### config.mk
export PLATFORM = sky130hd
export DESIGN_NAME = rgb_led_arbiter_flat
export DESIGN_NICKNAME = d
export VERILOG_FILES = /design/src/rtl/rgb_led_pkg.sv /design/src/rtl/rgb_led_arbiter_if.sv /design/src/rtl/rgb_pwm_channel.sv /design/src/rtl/rgb_led_arbiter.sv /design/src/flat_wrapper.sv
export SDC_FILE = /design/constraint.sdc
export NUM_CORES = 1
export LEC_CHECK = 0
export BUFFER_PORTS_ARGS = -buffer_cell sky130_fd_sc_hd__buf_2
export CAP_MARGIN = 20
export CORE_MARGIN = 2
export CORE_UTILIZATION = 53
export DETAILED_ROUTE_END_ITERATION = 16
export PLACE_DENSITY = 0.81
export SETUP_SLACK_MARGIN = 0.15
export SLEW_MARGIN = 10
export SYNTH_ARGS = -nofsm -noshare
export SYNTH_HDL_FRONTEND = slang
export SYNTH_SLANG_ARGS = --single-unit
### constraint.sdc
create_clock -name clk -period 3.6 [get_ports clk]
set_clock_uncertainty 0.2 [all_clocks]
set_input_delay 0.72 -clock clk [delete_from_list [all_inputs] [get_ports clk]]
set_output_delay 0.72 -clock clk [all_outputs]
set_load 0.02 [all_outputs]
### src/rtl/rgb_led_pkg.sv
`default_nettype none
// ============================================================================
//  Module   : rgb_led_pkg
//  Purpose  : Shared types, channel indices and the priority encoder used by
//             the RGB LED arbiter and its PWM channel sub-module.
//  Contents : state_t (IDLE, GRANT), CH_R/CH_G/CH_B, lowest_set_idx()
//  Options  : none (RGB_FADE_EN affects rgb_pwm_channel / rgb_led_arbiter)
//  Revision : 1.0 - initial release
// ============================================================================
package rgb_led_pkg;

    typedef enum logic [0:0] {
        IDLE  = 1'b0,
        GRANT = 1'b1
    } state_t;

    // Channel order inside one requester colour word is {r,g,b}
    localparam int CH_R    = 0;
    localparam int CH_G    = 1;
    localparam int CH_B    = 2;
    localparam int NUM_CH  = 3;

    // Widest request vector the encoder accepts; callers zero-extend.
    localparam int MAX_REQ = 32;

    // Index of the lowest set bit (highest priority). Returns 0 for an
    // all-zero vector; callers qualify with "any request".
    function automatic int lowest_set_idx(input logic [MAX_REQ-1:0] vec);
        int idx;
        idx = 0;
        for (int i = MAX_REQ - 1; i >= 0; i--) begin
            if (vec[i]) begin
                idx = i;
            end
        end
        return idx;
    endfunction

endpackage
`default_nettype wire

### src/rtl/rgb_led_arbiter_if.sv
`default_nettype none
// ============================================================================
//  Module   : rgb_led_arbiter_if
//  Purpose  : Requester-side bus of the RGB LED arbiter.
//  Signals  : req   [NUM_REQ]              level request per requester
//             color [NUM_REQ*3*PWM_BITS]   {r,g,b} per requester
//             gnt   [NUM_REQ]              one-hot registered grant
//             busy                          arbiter/LED activity flag
//  Modports : master (requesters), slave (arbiter)
//  Revision : 1.0 - initial release
// ============================================================================
interface rgb_led_arbiter_if #(
    parameter int NUM_REQ  = 4,
    parameter int PWM_BITS = 8
);
    logic [NUM_REQ-1:0]            req;
    logic [NUM_REQ*3*PWM_BITS-1:0] color;
    logic [NUM_REQ-1:0]            gnt;
    logic                          busy;

    modport master (output req, output color, input gnt, input busy);
    modport slave  (input req, input color, output gnt, output busy);
endinterface
`default_nettype wire

### src/rtl/rgb_pwm_channel.sv
`default_nettype none
// ============================================================================
//  Module   : rgb_pwm_channel
//  Purpose  : One LED colour channel: target/duty registers, optional fade
//             stepper and the registered PWM comparator.
//  Ports    : clk, rst_n      clock, async active-low reset
//             tick            1-clk tick strobe (RGB_FADE_EN build only)
//             load            latch load_value as the new target
//             load_value      new target duty
//             pwm_cnt         shared free-running PWM counter
//             pwm             active-high PWM, registered
//             duty_zero       current duty is 0
//  Options  : `define RGB_FADE_EN - duty walks one step per tick to target
//  Revision : 1.0 - initial release
// ============================================================================
module rgb_pwm_channel #(
    parameter int PWM_BITS = 8
) (
    input  wire logic                clk,
    input  wire logic                rst_n,
`ifdef RGB_FADE_EN
    input  wire logic                tick,
`endif
    input  wire logic                load,
    input  wire logic [PWM_BITS-1:0] load_value,
    input  wire logic [PWM_BITS-1:0] pwm_cnt,
    output logic                     pwm,
    output logic                     duty_zero
);

    logic [PWM_BITS-1:0] r_duty;
    logic                r_pwm;

`ifdef RGB_FADE_EN
    logic [PWM_BITS-1:0] r_target;
    logic [PWM_BITS-1:0] w_target_eff;

    // A tick on the load edge already steps toward the new target.
    assign w_target_eff = load ? load_value : r_target;

    always_ff @(posedge clk or negedge rst_n) begin
        if (!rst_n) begin
            r_target <= '0;
            r_duty   <= '0;
        end else begin
            if (load) begin
                r_target <= load_value;
            end
            if (tick) begin
                if (r_duty < w_target_eff) begin
                    r_duty <= r_duty + 1'b1;
                end else if (r_duty > w_target_eff) begin
                    r_duty <= r_duty - 1'b1;
                end
            end
        end
    end
`else
    // Without fading the target and the duty are the same register.
    always_ff @(posedge clk or negedge rst_n) begin
        if (!rst_n) begin
            r_duty <= '0;
        end else if (load) begin
            r_duty <= load_value;
        end
    end
`endif

    always_ff @(posedge clk or negedge rst_n) begin
        if (!rst_n) begin
            r_pwm <= 1'b0;
        end else begin
            r_pwm <= (r_duty > pwm_cnt);
        end
    end

    assign pwm       = r_pwm;
    assign duty_zero = (r_duty == '0);

endmodule
`default_nettype wire

### src/rtl/rgb_led_arbiter.sv
`default_nettype none
// ============================================================================
//  Module   : rgb_led_arbiter
//  Purpose  : Shares one RGB LED between NUM_REQ requesters. Fixed priority
//             (index 0 highest) with a minimum hold time in ticks; the
//             winner's colour is latched and driven as three PWM outputs.
//  Ports    : clk, rst_n               clock, async active-low reset
//             bus (slave)              req/color in, gnt/busy out
//             pwm_red/green/blue       active-high PWM, registered
//  Options  : `define RGB_FADE_EN - duties fade one step per tick and busy
//             stays high in IDLE until every duty is back at 0
//  Revision : 1.0 - initial release
// ============================================================================
module rgb_led_arbiter
    import rgb_led_pkg::*;
#(
    parameter int NUM_REQ    = 4,
    parameter int PWM_BITS   = 8,
    parameter int TICK_DIV   = 12000,
    parameter int HOLD_TICKS = 16
) (
    input  wire logic          clk,
    input  wire logic          rst_n,
    rgb_led_arbiter_if.slave   bus,
    output logic               pwm_red,
    output logic               pwm_green,
    output logic               pwm_blue
);

    localparam int TICK_W  = $clog2(TICK_DIV);
    localparam int HOLD_W  = $clog2(HOLD_TICKS + 1);
    localparam int COLOR_W = NUM_CH * PWM_BITS;

    logic [TICK_W-1:0]   r_tick_cnt;
    logic                w_tick;
    logic [PWM_BITS-1:0] r_pwm_cnt;

    state_t              r_state, w_state_next;
    logic [NUM_REQ-1:0]  r_gnt, w_gnt_next, w_win_onehot;
    logic [HOLD_W-1:0]   r_hold_cnt, w_hold_next, w_hold_inc;
    logic                w_load;
    logic [COLOR_W-1:0]  w_load_color, w_win_color;
    logic                w_any_req;
    int                  w_win_idx;
    logic [NUM_CH-1:0]   w_pwm, w_duty_zero;

    // Tick divider and PWM counter run regardless of arbiter state.
    assign w_tick = (r_tick_cnt == TICK_W'(TICK_DIV - 1));

    always_ff @(posedge clk or negedge rst_n) begin
        if (!rst_n) begin
            r_tick_cnt <= '0;
            r_pwm_cnt  <= '0;
        end else begin
            r_tick_cnt <= w_tick ? '0 : r_tick_cnt + 1'b1;
            r_pwm_cnt  <= r_pwm_cnt + 1'b1;
        end
    end

    // Winner selection: lowest requesting index and its colour word.
    always_comb begin
        w_win_idx    = lowest_set_idx(MAX_REQ'(bus.req));
        w_any_req    = |bus.req;
        w_win_onehot = '0;
        w_win_color  = '0;
        for (int i = 0; i < NUM_REQ; i++) begin
            if (i == w_win_idx) begin
                w_win_onehot[i] = 1'b1;
                w_win_color     = bus.color[i*COLOR_W +: COLOR_W];
            end
        end
    end

    assign w_hold_inc = (r_hold_cnt == HOLD_W'(HOLD_TICKS)) ? r_hold_cnt
                                                            : r_hold_cnt + 1'b1;

    always_ff @(posedge clk or negedge rst_n) begin
        if (!rst_n) begin
            r_state    <= IDLE;
            r_gnt      <= '0;
            r_hold_cnt <= '0;
        end else begin
            r_state    <= w_state_next;
            r_gnt      <= w_gnt_next;
            r_hold_cnt <= w_hold_next;
        end
    end

    // Re-arbitration happens on the tick that brings the hold count to
    // HOLD_TICKS (and on every tick after, since the count saturates). The
    // lowest requesting index either equals the holder (keep, no relatch),
    // or is a different requester of higher or lower priority (switch).
    always_comb begin
        w_state_next = r_state;
        w_gnt_next   = r_gnt;
        w_hold_next  = r_hold_cnt;
        w_load       = 1'b0;
        w_load_color = '0;
        case (r_state)
            IDLE: begin
                if (w_any_req) begin
                    w_state_next = GRANT;
                    w_gnt_next   = w_win_onehot;
                    w_hold_next  = '0;
                    w_load       = 1'b1;
                    w_load_color = w_win_color;
                end
            end
            GRANT: begin
                if (w_tick) begin
                    w_hold_next = w_hold_inc;
                    if (w_hold_inc == HOLD_W'(HOLD_TICKS)) begin
                        if (!w_any_req) begin
                            w_state_next = IDLE;
                            w_gnt_next   = '0;
                            w_hold_next  = '0;
                            w_load       = 1'b1;
                        end else if (w_win_onehot != r_gnt) begin
                            w_gnt_next   = w_win_onehot;
                            w_hold_next  = '0;
                            w_load       = 1'b1;
                            w_load_color = w_win_color;
                        end
                    end
                end
            end
            default: begin
                w_state_next = IDLE;
                w_gnt_next   = '0;
                w_hold_next  = '0;
            end
        endcase
    end

    generate
        for (genvar c = 0; c < NUM_CH; c++) begin : g_ch
            rgb_pwm_channel #(
                .PWM_BITS   (PWM_BITS)
            ) u_ch (
                .clk        (clk),
                .rst_n      (rst_n),
`ifdef RGB_FADE_EN
                .tick       (w_tick),
`endif
                .load       (w_load),
                .load_value (w_load_color[(NUM_CH-1-c)*PWM_BITS +: PWM_BITS]),
                .pwm_cnt    (r_pwm_cnt),
                .pwm        (w_pwm[c]),
                .duty_zero  (w_duty_zero[c])
            );
        end
    endgenerate

    assign pwm_red   = w_pwm[CH_R];
    assign pwm_green = w_pwm[CH_G];
    assign pwm_blue  = w_pwm[CH_B];
    assign bus.gnt   = r_gnt;
    // Without fading, duty is zeroed on the edge that enters IDLE, so this
    // reduces to state != IDLE; with fading it also covers the fade-out.
    assign bus.busy  = (r_state != IDLE) || !(&w_duty_zero);

endmodule
`default_nettype wire

### src/flat_wrapper.sv
// flat-port wrapper written by rule: the top's interface ports become plain ports
module rgb_led_arbiter_flat import rgb_led_pkg::*;
#(
    parameter int NUM_REQ    = 4,
    parameter int PWM_BITS   = 8,
    parameter int TICK_DIV   = 12000,
    parameter int HOLD_TICKS = 16
)
  (clk, rst_n, pwm_red, pwm_green, pwm_blue, bus_req, bus_color, bus_gnt, bus_busy);
  rgb_led_arbiter_if #(.NUM_REQ(NUM_REQ), .PWM_BITS(PWM_BITS)) bus_i ();
  input  wire logic clk;
  input  wire logic rst_n;
  output logic pwm_red;
  output logic pwm_green;
  output logic pwm_blue;
  input wire logic [$bits(bus_i.req)-1:0] bus_req;
  input wire logic [$bits(bus_i.color)-1:0] bus_color;
  output wire logic [$bits(bus_i.gnt)-1:0] bus_gnt;
  output wire logic [$bits(bus_i.busy)-1:0] bus_busy;
  assign bus_i.req = bus_req;
  assign bus_i.color = bus_color;
  assign bus_gnt = bus_i.gnt;
  assign bus_busy = bus_i.busy;
  rgb_led_arbiter #(.NUM_REQ(NUM_REQ), .PWM_BITS(PWM_BITS), .TICK_DIV(TICK_DIV), .HOLD_TICKS(HOLD_TICKS)) u_core (.clk(clk), .rst_n(rst_n), .bus(bus_i), .pwm_red(pwm_red), .pwm_green(pwm_green), .pwm_blue(pwm_blue));
endmodule
# After elaboration in Yosys (flattened, before gate mapping)
# Cells that the tools add are included.
[classes]
n_addsub = 3
n_mul = 0
div_mod_pow = 0
magnitude_cmp = 3
eq_ne = 11
shifts = 0
muxes = 41
bitwise_logic = 1
reduce_logical = 10
[op_table]
columns = ["operator", "n"]
rows = [
  ["$mux W24", 9],
  ["$pmux W24 S2", 1],
  ["$logic_not A32 Y1", 1],
  ["$mux W5", 6],
  ["$gt A8 B8 Y1", 3],
  ["$logic_not A8 Y1", 3],
  ["$mux W4", 5],
  ["$add A14 B1 Y14 const B", 1],
  ["$eq A14 B14 Y1 const B", 1],
  ["$mux W14", 1],
  ["$mux W1", 11],
  ["$eq A5 B5 Y1 const B", 2],
  ["$pmux W5 S2", 1],
  ["$add A8 B1 Y8 const B", 1],
  ["$mux W2", 4],
  ["$pmux W4 S2", 1],
  ["$add A5 B1 Y5 const B", 1],
  ["$eq A2 B2 Y1 const A", 2],
  ["$ne A2 B1 Y1 const B", 2],
  ["$ne A4 B4 Y1", 1],
  ["$pmux W1 S2", 2],
  ["$reduce_and A4 Y1", 1],
  ["$reduce_or A4 Y1", 1],
  ["$ne A3 B3 Y1 const B", 1],
  ["7 further kinds", 7],
]
[totals]
register_bits = 59
latchBits = 0
mem_bits_rw = 0
rom_bits = 0
inputBits = 102
output_inout_bits = 8
elab_cells = 80
memories = 0

# Longest topological paths before layout
[depth]
word_depth = 14
depth_mapped = 10
mapped_depth_nobuf = 8

# By module
# Synthesis repeated with hierarchy kept, for this count alone.
[hier_totals]
hier_cells = 463
area_unflattened_um2 = 4172.8
[modules_own_cells]
columns = ["mod", "n_inst", "cells_per_inst", "area_each_um2", "seq_area_each_um2"]
rows = [
  ["rgb_led_arbiter", 1, 316, 2562.5, 800.8],
  ["rgb_pwm_channel", 3, 49, 536.8, 225.2],
]

# Least setup slack after synthesis
# No wires, ideal clock.
[synth_path]
kind = "reg-to-reg"
start = "register u_core.r_hold_cnt[0]"
end = "register u_core.g_ch[0].u_ch.r_duty[7]"
setup_time_ps = 121
t_arrival_ps = 2273
required_ps = 3279
path_slack_ps = 1006
stages_incl_launch_ff = 10
path_buffers = 2
synth_period_minus_slack_ps = 2594
cell_sequence = "dfrtp_1 ha_1 and4bb_2 a21oi_1 a2111oi_4 nand2_2 a211o_1 buf_6 buf_6 a22o_1"
[synth_via]
elab_chain_len = 6
word_cells_on_any_way = 10
cone_classes = "add/sub (1); eq/ne (2); mux (7)"
[synth_rtl]
columns = ["item", "line", "rtl"]
rows = [
  ["start, declared", "rgb_led_arbiter.sv:40", "logic [HOLD_W-1:0] r_hold_cnt, w_hold_next, w_hold_inc;"],
  ["start signal, assigned", "rgb_led_arbiter.sv:85", "r_hold_cnt <= w_hold_next;"],
  ["$add A5 B1 Y5 / $eq A5 B5 Y1 (equally long branches)", "rgb_led_arbiter.sv:75, rgb_led_arbiter.sv:74", ""],
  ["$mux W5 *", "rgb_led_arbiter.sv:74", "assign w_hold_inc = (r_hold_cnt == HOLD_W'(HOLD_TICKS)) ? r_hold_cnt"],
  ["$eq A5 B5 Y1 *", "rgb_led_arbiter.sv:112", "if (w_hold_inc == HOLD_W'(HOLD_TICKS)) begin"],
  ["$mux W24 / $mux W1 (equally long branches)", "rgb_led_arbiter.sv:112", ""],
  ["$mux W24 / $mux W1 (equally long branches)", "rgb_led_arbiter.sv:110", "if (w_tick) begin"],
  ["$pmux W24 S2 / $pmux W1 S2 (equally long branches)", "rgb_led_arbiter.sv:99", "case (r_state)"],
  ["end signal, assigned", "rgb_pwm_channel.sv:64", "r_duty <= load_value;"],
  ["end, declared", "rgb_pwm_channel.sv:31", "logic [PWM_BITS-1:0] r_duty;"],
]
# Mark *: on every way between the ends. The rest lies on a longest branch, timed or not.
# A chain may end at the register's enable or synchronous reset.

# Worst setup path after layout
[layout_path]
start = "register u_core.r_state"
end = "output port bus_busy"
[layout_via]
elab_chain_len = 1
[layout_rtl]
columns = ["item", "line", "rtl"]
rows = [
  ["start, declared", "rgb_led_arbiter.sv:38", "state_t r_state, w_state_next;"],
  ["start signal, assigned", "rgb_led_arbiter.sv:83", "r_state <= w_state_next;"],
  ["$logic_or A1 B1 Y1", "rgb_led_arbiter.sv:160", "assign bus.busy = (r_state != IDLE) || !(&w_duty_zero);"],
  ["end, declared", "flat_wrapper.sv:19", "output wire logic [$bits(bus_i.busy)-1:0] bus_busy;"],
]
# Every way passes these cells.

==> impl_metrics.py <==
metrics = {
    "timing": {
        "timing.final.setup_violations": 0,
        "fin_hold_viols": 0,
        "max_clock_freq_mhz": 346,
        "grt_setup_unrepaired": "no",
        "setup_tns_ns": 0,
        "headroom_to_the_max_slew_limit_pct": 29.3,
        "timing.final.crit_share_pct": 80.4,
        "worst-slew-pin-transition_ns": 1.06,
        "timing_max_transition_violations_final": 0,
        "timing.hold.ws_ns": 0.274,
        "final.min_clock_period_ns": 2.89,
        "setup_ws_ns": 0.706,
    },
    "cts": {
        "tritoncts_num_sinks": 59,
        "post-cts-setup-buffers": 0,
        "clk_pin_slew_worst_paths_ns": 0.06,
        "cts.hold.buffers_added": 0,
        "clock_insertion_delay_at_the_later_pin_of_the_skew_report_ns": 0.34,
        "cts_htree_levels": 3,
        "postCtsResizedCells": 0,
        "cts_tree": "yes",
        "numCtsBuffers": 9,
        "cts.root.buffer_cell": "clkbuf_8",
        "cts.path.max_buffers": 2,
    },
    "power": {
        "vdd_drop_max_mv": 0.148,
        "comb_power_share_pct": 11.0,
        "internal_power_mw": 1.13,
        "static-leakage-power_nw": 2.41,
        "power.net_switching_mw": 0.336,
        "clock_power_share_pct": 43.4,
        "switching_share_of_power_pct": 23.0,
        "power.sequential.fraction_pct": 45.6,
        "cellPowerDensity_nw_per_um2": 310,
    },
    "finish": {
        "layout.cells.most_common": "buf_2",
        "antennaDiodeCount": 0,
        "fillerInstances": 578,
        "num-nets-final": 672,
        "area.sequential_sq_um": 1480,
        "mostFrequentLayoutCells": "109 x buf_2, 74 x nand2_1, 59 x dfrtp_1",
        "area_occupied_by_multi_input_gates_sq_um": 2230,
        "syn2layout_area_growth_pct": 21.1,
        "drive_gt1_share_pct": 26.0,
    },
    "global_route": {
        "grt.overflow.total": 0,
        "grt_pass1_wl_um": 16500,
        "grt_max_degree": 45,
        "first_global_vias": 3580,
        "grt.total_usage_pct": 25.2,
        "grt_antenna_before_repair": 0,
    },
    "worst_setup_path": {
        "worstSetupPathType": "reg2out",
        "worstSetupEndpoint": "bus_busy",
        "worstPathMaxFanout": 17,
        "worst_setup_path_start_kind": "register",
        "worst_flop_to_flop_path_endpoint": "u_core.g_ch[1].u_ch.r_duty[2]$_DFFE_PN0P_",
        "timing.reg2reg.setup_slack_ns": 0.77,
        "critical_path_required_ns": 2.68,
        "reg2reg_depth": 9,
        "regToRegStartpoint": "u_core.r_hold_cnt[0]$_DFFE_PN0P_",
        "endpoint_kind": "output pin",
        "critical_path.startpoint": "u_core.r_state$_DFF_PN0_",
        "crit_arrival_ns": 1.97,
    },
    "route": {
        "drc": 0,
        "final_wirelength_um": 9980,
        "viasPerCell": 5.80,
        "detail_route.wl_per_cell_um": 15.4,
        "firstDrtPassIters": 5,
        "dr.first_iter.drc_count": 223,
        "antenna_violating_nets_post_route": 0,
        "vias": 3749,
    },
    "floorplanning": {
        "std_cell_rows": 31,
        "die-height_um": 89.7,
        "core_sq_um": 7180,
        "floorplan_die_width_um": 89.7,
        "total_die_area_sq_um": 8050,
        "top_level_ports": 110,
        "initial_core_utilization_pct": 54.3,
    },
    "place": {
        "globalplace.congestion": 0.920,
        "dp.final_hpwl_um": 7560,
        "number_of_buffers_added_on_ports": 109,
        "place_ws_ns": 0.804,
    },
    "hold_path": {
        "worst_hold_path_type": "reg2reg",
        "hp-start": "u_core.r_pwm_cnt[5]$_DFF_PN0_",
    },
    "synthesis": {
        "synth_sequential_area_ratio_pct": 37.9,
        "synth_seq_cells": 59,
        "synthCells": 439,
        "ys_warn_count": 0,
        "post_synthesis_cell_type_count": 49,
        "syn-num-nets": 569,
        "number_of_synthesized_flops_with_an_enable_pin": 0,
        "ys_dominant_reg_cell": "dfrtp_1",
        "synth-async-reset-ratio_pct": 100,
        "syn_avg_cell_area_sq_um": 8.88,
        "mappedNetlistArea_sq_um": 3900,
    },
    "run_status": {
        "outcome": "finished, final reports clean",
    },
    "flow_run": {
        "timing.max_cap.violations": 0,
    },
}
[worst min-delay path by stage]
stage / endpoint / slack (ns) / cells after the start
floorplan: u_core.bus.gnt[0]$_DFFE_PN0P_ / 0.22 / 0
global placement: u_core.r_pwm_cnt[4]$_DFF_PN0_ / 0.26 / 1
detailed placement: u_core.r_pwm_cnt[5]$_DFF_PN0_ / 0.27 / 1
CTS: u_core.r_pwm_cnt[5]$_DFF_PN0_ / 0.28 / 1
global route: u_core.r_pwm_cnt[5]$_DFF_PN0_ / 0.29 / 1
finish: u_core.r_pwm_cnt[5]$_DFF_PN0_ / 0.27 / 1
[power groups by stage]
stage	combinational, mW	clock [mW]	sequential [mW]
after floorplan	0.0696	0	0.679
after global placement	0.156	0	0.678
after detailed placement	0.159	0	0.678
after CTS	0.160	0.649	0.666
after global routing	0.180	0.681	0.665
final	0.161	0.634	0.666
[cell usage after synthesis (all sizes together), types with 3 or more instances]
cell	instances	share of area, %
nand2	75	7.3
dfrtp	59	38
o21ai	33	4.2
ha	28	9.0
a22o	27	6.1
a21oi	22	2.8
nor2	21	2.0
inv	19	1.8
clkbuf	17	1.6
a222oi	13	3.3
nand3	13	1.7
xnor2	10	2.2
nor3	9	1.2
xor2	9	2.0
buf	8	1.5
nand4	8	1.3
nor4	8	1.7
a21o	6	1.2
nor2b	6	0.96
o21bai	6	1.2
nand2b	4	0.64
o22ai	4	0.64
o21a	3	0.58
[sequential cells by signal, indices dropped and copies added (netlist names)]
name / flops
u_core.bus.gnt: 4
u_core.r_tick_cnt: 14
u_core.r_pwm_cnt: 8
u_core.g_ch.u_ch.r_duty: 24
u_core.r_hold_cnt: 5
u_core.g_ch.u_ch.pwm: 3
u_core.r_state: 1
[routing by layer]
layer / vias up / track usage [%] / part of all wire (%)
li1: 1813 / - / -
met1: 1751 / 32.3 / 43
met2: 158 / 41.2 / 48
met3: 27 / 5.03 / 6.0
met4: 0 / 11.9 / 2.6
met5: - / 0 / 0
[final cells by class]
| cell class | count | area share [%] |
|---|---|---|
| tap | 99 | 2.62 |
| inverter | 19 | 1.51 |
| multi-input combinational | 336 | 47.3 |
| timing repair buffer | 117 | 12.8 |
| clock inverter | 5 | 1.64 |
| clock buffer | 11 | 2.78 |
| sequential | 59 | 31.3 |
[logic make-up after synthesis]
logic type / count (synthesis) / share of synthesized area (%)
flip-flops: 59 / 37.9
adder cells (fa/ha/maj): 28 / 8.99
AND/OR/NAND/NOR: 160 / 20.3
XOR/XNOR: 19 / 4.27
buffers and inverters: 44 / 4.95
multiplexers: 1 / 0.257
AO/OA/AOI/OAI: 128 / 23.3
[critical path, cell delays in order (launching register included)]
cell	delay, ns
dfrtp_1	0.57
nor4_1	0.38
nand2_1	0.10
nor4_1	0.23
nand4_1	0.16
buf_2	0.20
[stage by stage]
stage	utilization (%)	cells	area (sq um)	total power, mW
after floorplan	-	439	3900	0.749
after global placement	62.9	630	4510	0.834
after detailed placement	62.9	630	4510	0.837
after CTS	65.8	646	4720	1.47
after global routing	65.8	646	4720	1.53
final	65.8	646	4720	1.46
(Power assumes the default switching activity.)
